### config.mk
export PLATFORM = sky130hd
export DESIGN_NAME = iic_wb_master
export DESIGN_NICKNAME = d
export VERILOG_FILES = /design/src/rtl/iic_wb_master.sv
export SDC_FILE = /design/constraint.sdc
export NUM_CORES = 1
export LEC_CHECK = 0
export CAP_MARGIN = 5
export CELL_PAD_IN_SITES_DETAIL_PLACEMENT = 0
export CELL_PAD_IN_SITES_GLOBAL_PLACEMENT = 1
export CORE_UTILIZATION = 31
export DETAILED_ROUTE_END_ITERATION = 7
export MAX_ROUTING_LAYER = met4
export PLACE_DENSITY = 0.91
export SETUP_SLACK_MARGIN = 0.4
export SYNTH_ARGS = -nofsm -noshare
export SYNTH_HDL_FRONTEND = slang
export SYNTH_SLANG_ARGS = --single-unit
### constraint.sdc
create_clock -name wb_clk_i -period 2.5 [get_ports wb_clk_i]
set_clock_uncertainty 0.15 [all_clocks]
set_input_delay 0.375 -clock wb_clk_i [delete_from_list [all_inputs] [get_ports wb_clk_i]]
set_output_delay 0.375 -clock wb_clk_i [all_outputs]
set_load 0.05 [all_outputs]
### src/rtl/iic_wb_master.sv
// iic_wb_master: Wishbone master that sequences one IIC register read/write through the KAT ADC IIC controller.
// Ports: wb_clk_i / wb_rst_n_i (async active-low reset); cmd_valid/cmd_rd/cmd_dev/cmd_reg/cmd_wdata command in;
// busy/done/error/rd_data status out; wbm_* classic single-cycle Wishbone master.
// Option IIC_WB_MASTER_TIMEOUT_EN: bounds STATUS polling to C_POLL_LIMIT reads, then ends with error.
module iic_wb_master #(
  parameter logic [31:0] C_BASEADDR = 32'h0000_0000,
  parameter int C_POLL_LIMIT = 4096
) (
  input  logic        wb_clk_i,
  input  logic        wb_rst_n_i,
  input  logic        cmd_valid,
  input  logic        cmd_rd,
  input  logic [6:0]  cmd_dev,
  input  logic [7:0]  cmd_reg,
  input  logic [7:0]  cmd_wdata,
  output logic        busy,
  output logic        done,
  output logic        error,
  output logic [7:0]  rd_data,
  output logic        wbm_cyc_o,
  output logic        wbm_stb_o,
  output logic        wbm_we_o,
  output logic [3:0]  wbm_sel_o,
  output logic [31:0] wbm_adr_o,
  output logic [31:0] wbm_dat_o,
  input  logic [31:0] wbm_dat_i,
  input  logic        wbm_ack_i
);
  typedef enum logic [3:0] {S_IDLE, S_CLR, S_BLK, S_OPS, S_UNBLK, S_POLL, S_RXRD, S_POP, S_DONE} state_t;
  state_t r_state, w_state_n;
  logic r_cyc, r_we, r_rd, r_again, r_err;
  logic [31:0] r_adr, r_dat;
  logic [6:0] r_dev;
  logic [7:0] r_reg, r_wdat, r_rx, r_rd_data;
  logic [1:0] r_idx;
  logic w_ack, w_accept, w_start, w_fail, w_tmo, w_we, w_unused;
  logic [1:0] w_off;
  logic [11:0] w_op;
  logic [31:0] w_dat;
  assign w_ack = r_cyc & wbm_ack_i;
  assign w_accept = r_state == S_IDLE && cmd_valid;
  // a new access is launched only after the previous one has dropped cyc, which yields the idle gap
  assign w_start = !r_cyc && r_state != S_IDLE && r_state != S_DONE;
  assign w_unused = ^wbm_dat_i[31:9];
  assign w_op = r_idx == 2'd0 ? {4'h2, r_dev, 1'b0}
              : r_idx == 2'd1 ? {4'h0, r_reg}
              : r_idx == 2'd2 ? (r_rd ? {4'h2, r_dev, 1'b1} : {4'h4, r_wdat})
              : 12'h500;
`ifdef IIC_WB_MASTER_TIMEOUT_EN
  logic [15:0] r_cnt;
  always_ff @(posedge wb_clk_i or negedge wb_rst_n_i)
    if (!wb_rst_n_i) r_cnt <= '0;
    else if (w_accept) r_cnt <= '0;
    else if (r_state == S_POLL && w_ack) r_cnt <= r_cnt + 16'd1;
  assign w_tmo = r_cnt + 16'd1 == 16'(C_POLL_LIMIT);
`else
  localparam int unused_poll_limit = C_POLL_LIMIT;
  assign w_tmo = 1'b0;
`endif
  always_ff @(posedge wb_clk_i or negedge wb_rst_n_i)
    if (!wb_rst_n_i) r_state <= S_IDLE;
    else r_state <= w_state_n;
  always_comb begin
    w_state_n = r_state;
    w_fail = 1'b0;
    w_we = 1'b1;
    w_off = 2'd0;
    w_dat = '0;
    case (r_state)
      S_IDLE: w_state_n = cmd_valid ? S_CLR : S_IDLE;
      S_CLR: begin
        w_off = 2'd2;
        w_state_n = w_ack ? S_BLK : S_CLR;
      end
      S_BLK: begin
        w_off = 2'd3;
        w_dat = 32'd1;
        w_state_n = w_ack ? S_OPS : S_BLK;
      end
      S_OPS: begin
        w_dat = {20'd0, w_op};
        w_state_n = w_ack && r_idx == (r_rd ? 2'd3 : 2'd2) ? S_UNBLK : S_OPS;
      end
      S_UNBLK: begin
        w_off = 2'd3;
        w_state_n = w_ack ? S_POLL : S_UNBLK;
      end
      S_POLL: begin
        w_we = 1'b0;
        w_off = 2'd2;
        if (w_ack) begin
          // op_error wins over data-ready; a write ends after its second STATUS read
          if (wbm_dat_i[8]) begin
            w_state_n = S_DONE;
            w_fail = 1'b1;
          end else if (r_rd && !wbm_dat_i[0]) w_state_n = S_RXRD;
          else if (!r_rd && r_again) w_state_n = S_DONE;
          else if (w_tmo) begin
            w_state_n = S_DONE;
            w_fail = 1'b1;
          end
        end
      end
      S_RXRD: begin
        w_we = 1'b0;
        w_off = 2'd1;
        w_state_n = w_ack ? S_POP : S_RXRD;
      end
      S_POP: begin
        w_off = 2'd1;
        w_state_n = w_ack ? S_DONE : S_POP;
      end
      S_DONE: w_state_n = S_IDLE;
      default: w_state_n = S_IDLE;
    endcase
  end
  always_ff @(posedge wb_clk_i or negedge wb_rst_n_i)
    if (!wb_rst_n_i) begin
      r_cyc <= 1'b0;
      r_we <= 1'b0;
      r_adr <= '0;
      r_dat <= '0;
      r_rd <= 1'b0;
      r_dev <= '0;
      r_reg <= '0;
      r_wdat <= '0;
      r_idx <= '0;
      r_again <= 1'b0;
      r_err <= 1'b0;
      r_rx <= '0;
      r_rd_data <= '0;
    end else begin
      if (w_accept) begin
        r_rd <= cmd_rd;
        r_dev <= cmd_dev;
        r_reg <= cmd_reg;
        r_wdat <= cmd_wdata;
        r_idx <= '0;
        r_again <= 1'b0;
        r_err <= 1'b0;
        r_rx <= '0;
      end
      if (w_start) begin
        r_cyc <= 1'b1;
        r_we <= w_we;
        r_adr <= C_BASEADDR + {28'd0, w_off, 2'b00};
        r_dat <= w_dat;
      end else if (w_ack) r_cyc <= 1'b0;
      if (r_state == S_OPS && w_ack) r_idx <= r_idx + 2'd1;
      if (r_state == S_POLL && w_ack) r_again <= 1'b1;
      if (r_state == S_RXRD && w_ack) r_rx <= wbm_dat_i[7:0];
      if (w_fail) r_err <= 1'b1;
      // the received byte becomes visible only as the command completes
      if (w_state_n == S_DONE && r_state != S_DONE) r_rd_data <= r_rx;
    end
  assign busy = r_state != S_IDLE;
  assign done = r_state == S_DONE;
  assign error = r_err;
  assign rd_data = r_rd_data;
  assign wbm_cyc_o = r_cyc;
  assign wbm_stb_o = r_cyc;
  assign wbm_we_o = r_we;
  assign wbm_sel_o = 4'hF;
  assign wbm_adr_o = r_adr;
  assign wbm_dat_o = r_dat;
endmodule

Yosys cells after proc, flatten, opt, wreduce, memory -nomap -nowiden

Cells that the tools add are included.

Flip-flop bits (word level): 84
Output and inout bits: 82

Add/subtract/negate cells: 1
Eq/ne operators: 13
Multiplexer cells: 32
Bitwise logic cells: 1
Reductions and logical operators: 25

Operators by type and width:

| cell                  | number |
|---|---|
| $mux W11              | 4 |
| $pmux W4 S8           | 1 |
| $pmux W11 S2          | 1 |
| $mux W4               | 5 |
| $eq A4 B3 Y1 const B  | 4 |
| $mux W8               | 2 |
| $mux W1               | 14 |
| $logic_and A1 B1 Y1   | 10 |
| $reduce_bool A2 Y1    | 5 |
| $eq A4 B2 Y1 const B  | 2 |
| $eq A4 B4 Y1 const B  | 2 |
| $reduce_or A2 Y1      | 4 |
| $mux W2               | 3 |
| $pmux W2 S3           | 1 |
| $eq A4 B1 Y1 const B  | 1 |
| $logic_not A4 Y1      | 1 |
| $ne A4 B4 Y1 const B  | 1 |
| $reduce_bool A4 Y1    | 1 |
| $logic_not A1 Y1      | 3 |
| $mux W3               | 1 |
| $add A2 B1 Y2 const B | 1 |
| $eq A2 B1 Y1 const B  | 1 |
| $eq A2 B2 Y1          | 1 |
| $eq A2 B2 Y1 const B  | 1 |
| 2 further kinds       | 2 |

Depth between registers and ports, before layout

Depth in word-level cells: 9
Mapped depth: 7
Depth with buffers taken out: 6

Worst setup path before layout

OpenSTA, ideal clock, no wires.

Path type: register -> register
Start point: register r_cyc (netlist: wbm_cyc_o)
End point: register r_rd_data[0] (netlist: rd_data[0])
Arrival: 1.756 ns
Slack: 0.470 ns
Stages on the path, launching flop included: 5
Clock period less this slack: 2.030 ns
Path through: dfrtp_1 -> nand2_1 -> or3_1 -> buf_2 -> mux2_2

Longest elaborated chain between the ends: 6
Elaborated cells on any way between the ends: 12
Those cells by class: eq/ne (1); mux (8); bitwise (1); reduce/logical (2)

RTL lines:

| what                   | RTL line | RTL |
|---|---|---|
| start, declared        | 31       | `logic r_cyc, r_we, r_rd, r_again, r_err;` |
| start signal, assigned | 119      | `r_cyc <= 1'b0;` |
| start signal, assigned | 144      | `r_cyc <= 1'b1;` |
| start signal, assigned | 148      | `end else if (w_ack) r_cyc <= 1'b0;` |
| $and A1 B1 Y1 *        | 40       | `assign w_ack = r_cyc & wbm_ack_i;` |
| $logic_and A1 B1 Y1    | 82       | `w_state_n = w_ack && r_idx == (r_rd ? 2'd3 : 2'd2) ? S_UNBLK : S_OPS;` |
| $mux W3                | 82       |  |
| $pmux W4 S8 *          | 69       | `case (r_state)` |
| $eq A4 B4 Y1 *         | 154      | `if (w_state_n == S_DONE && r_state != S_DONE) r_rd_data <= r_rx;` |
| $logic_and A1 B1 Y1 *  | 154      |  |
| end signal, assigned   | 154      |  |
| end, declared          | 34       | `logic [7:0] r_reg, r_wdat, r_rx, r_rd_data;` |

Every way passes the cells marked *; elsewhere a longest branch is shown, timed or not.
A chain may end at the register's enable or synchronous reset.

Final worst setup path

Start point: register r_err (netlist: error)
End point: output port error

RTL lines:

| what                   | RTL line | RTL |
|---|---|---|
| start, declared        | 31       |  |
| start signal, assigned | 129      | `r_err <= 1'b0;` |
| start signal, assigned | 140      | `r_err <= 1'b0;` |
| start signal, assigned | 152      | `if (w_fail) r_err <= 1'b1;` |
| end, declared          | 18       | `output logic error,` |

No word-level cell between the ends.

==> out/qor.csv <==
metric,value,unit
outcome,"finished, final reports clean",
fin crit share,0.826,
DRT Wirelength,6.96,mm
Routed wire per std cell,12.5,um
most frequent cells in the layout,"nand2_1 (83), dfrtp_1 (61), conb_1 (55), clkdlybuf4s50_1 (55), nor2_1 (20)",
mapped cell area,0.00331,mm^2
fraction of layout cells with a size suffix above 1,0.124,
Post-Synthesis Cells,345,
"Setup violations, final",0,
Max IR drop VDD,470,uV
Sum Neg Setup Slack,0,ps
Buffers on Ports,63,
drt drc,0,
Util after Layout,0.402,
Initial Utilization,0.320,
Post-DP HPWL,4.92,mm
Syn. warnings,0,
hold path depth,2,
CTS sink cnt,63,
Routed Antenna Nets,0,
Lkg Pwr,2.00,nW
crit-path max cell delay,820,ps
RSZ-0062 raised after global routing,yes,
initial antenna violation count,0,
H-tree levels,3,
cell family with most CP delay,buffers and inverters,
Hold Path Class,register to register,
Worst setup EP type,output port,
WHS Endpoint,r_reg[5],
filler cell count,1029,
critical path's slowest cell,clkdlybuf4s50_1,
CP Launch Type,register,
Least-Margin Pin Slew,623,ps
"flops & latches, synth",63,
routed vias,2467,
final-report hold violation count,0,
max-slew violation count,0,
Worst Path Max Fanout,2,
Core ar.,0.0103,mm^2
Cell Rows,37,
Synth cell types,43,
Async SR Flop Fraction,1.00,
n_diodes,0,
Vias/cell,4.45,
max_cap viols,0,
HP Start,r_reg[5],
crit path DAT,1540,ps
DR iter-0 viols,148,
height of the die,105,um
Power Dens Cells,1170,mW/mm^2
CP Buf/Inv Count,1,
main flop type after synthesis,dfrtp_1,
nets,479,
data required time at the worst endpoint,1980,ps
Placer Congestion,0.794,
CTS tree,done,
Worst Reg-to-Reg Cells,3,
Crit Reg-Reg Endpoint,error,
post-synthesis sequential area ratio,0.477,
grt ovf,0,
clk_lat worst skew,350,ps
"Reg clk slew, reported paths",70,ps
post-layout min period,2070,ps
cts bufs inserted,9,
die area,0.0111,mm^2
register-to-register setup slack,470,ps
DR pass1 iterations,4,
total track usage,0.135,
I/O Pins,142,
Max Fclk,484,MHz
Post-synth EDFFs,0,
largest net degree at the start of global routing,39,
post-synthesis area per instance,9.58,um^2
Hold Slack,321,ps
vias in the first global route,2371,
Clock Path Buffers,2,
Area Overhead vs Synth,25.4,%
first-pass GRT wire length,11.5,mm
Rel. slew slack,0.583,
CP cell instances,clkdlybuf4s50_1,
Largest register FFs,11,
"commonest non-fill, non-tap cell in the layout",nand2_1,
Crit Path Class,register to output port,
clock root buffer,clkbuf_8,
die width,105,um
worst reg2reg path startpoint,r_state[2],
==> Yosys cell counts (2+ instances only) <==
cell	number	area share
and2_1	8	0.015
nor2_1	21	0.024
nand2b_1	4	0.0076
o31ai_1	2	0.0045
a31oi_1	10	0.019
a221o_1	8	0.024
inv_1	8	0.0091
nor2b_1	2	0.0038
buf_4	56	0.13
buf_8	2	0.0091
buf_6	2	0.0068
a21oi_1	3	0.0045
nand3_1	2	0.0030
o211ai_1	2	0.0045
or3_1	3	0.0057
mux2_2	10	0.034
buf_2	4	0.0061
a211oi_1	2	0.0045
conb_1	2	0.0023
ha_1	4	0.015
clkbuf_1	6	0.0068
nand2_1	83	0.094
dfrtp_1	63	0.48
nor3_1	4	0.0061
o21ai_0	6	0.0091
a22o_1	11	0.029
==> logic make-up (layout without fill, tap and decap cells) <==
logic type / Yosys count / after routing / synth area share
mux: 11 / 11 / 0.0371
other cells: 2 / 55 / 0.00227
flops: 63 / 63 / 0.477
buf+inv: 79 / 100 / 0.166
simple gates: 133 / 133 / 0.180
compound gates: 51 / 51 / 0.117
xor+xnor: 2 / 2 / 0.00530
fa+ha+maj: 4 / 4 / 0.0151
==> stage by stage <==
step | cell area, um^2 | setup WS, ps | total power [mW] | cells
2_1_floorplan | 3500 | 470 | 3.35 | 398
4_1_cts | 4120 | 406 | 4.88 | 554
6_report | 4150 | 434 | 4.87 | 555
5_1_grt | 4150 | 386 | 5.18 | 555
3_3_place_gp | 3870 | 292 | 3.85 | 535
3_5_place_dp | 3870 | 267 | 3.91 | 535
==> cell type report <==
type	instances	area, um^2	share of cell area
clock buffer	12	155	0.0374
clock inverter	3	42.5	0.0103
inverter	8	30.0	0.00724
multi-input combinational	256	1400	0.338
sequential	63	1580	0.381
tap	136	170	0.0411
timing repair buffer	77	767	0.185
==> worst max-delay path by stage <==
stage	from	end	slack (ps)	cells past startpoint
after floorplan	wbm_cyc_o	rd_data[0]	470	4
after global placement	wbm_dat_i[8]	rd_data[1]	290	4
after detailed placement	wbm_dat_i[8]	rd_data[4]	270	4
after CTS	wbm_we_o	wbm_we_o	410	1
after global routing	wbm_cyc_o	wbm_cyc_o	390	1
final	error	error	430	1
==> timing repair <==
| item | CTS | global route |
|---|---|---|
| setup buffers | 3 | 1 |
| endpoints found under the setup margin | 37 | 15 |
| endpoints found under the hold margin | 25 | 0 |
| pin swaps | 1 | 1 |
| resized for setup | 11 | 8 |
| hold buffers | 1 | 0 |
==> metal layers <==
layer / vias up / track usage / wire length, um
met5: - / - / 0
met4: 0 / 0.0634 / 155
met3: 11 / 0.0309 / 385
li1: 1182 / - / -
met1: 1192 / 0.164 / 3010
met2: 82 / 0.214 / 3410
==> power breakdown <==
| part | internal [mW] | leakage [nW] | switching (mW) | total (mW) |
|---|---|---|---|---|
| Clock | 0.508 | 0.0985 | 0.390 | 0.898 |
| Sequential | 1.39 | 0.818 | 0.263 | 1.65 |
| Combinational | 0.836 | 1.08 | 1.48 | 2.32 |
| Total | 2.73 | 2.00 | 2.14 | 4.87 |
==> worst register-to-register path: stages, from the launching register on <==
cell     delay (ps)
dfrtp_2         510
or4_4           490
or2_2           500
a22o_1          270
No activity file was read; power rests on OpenSTA's default activity.
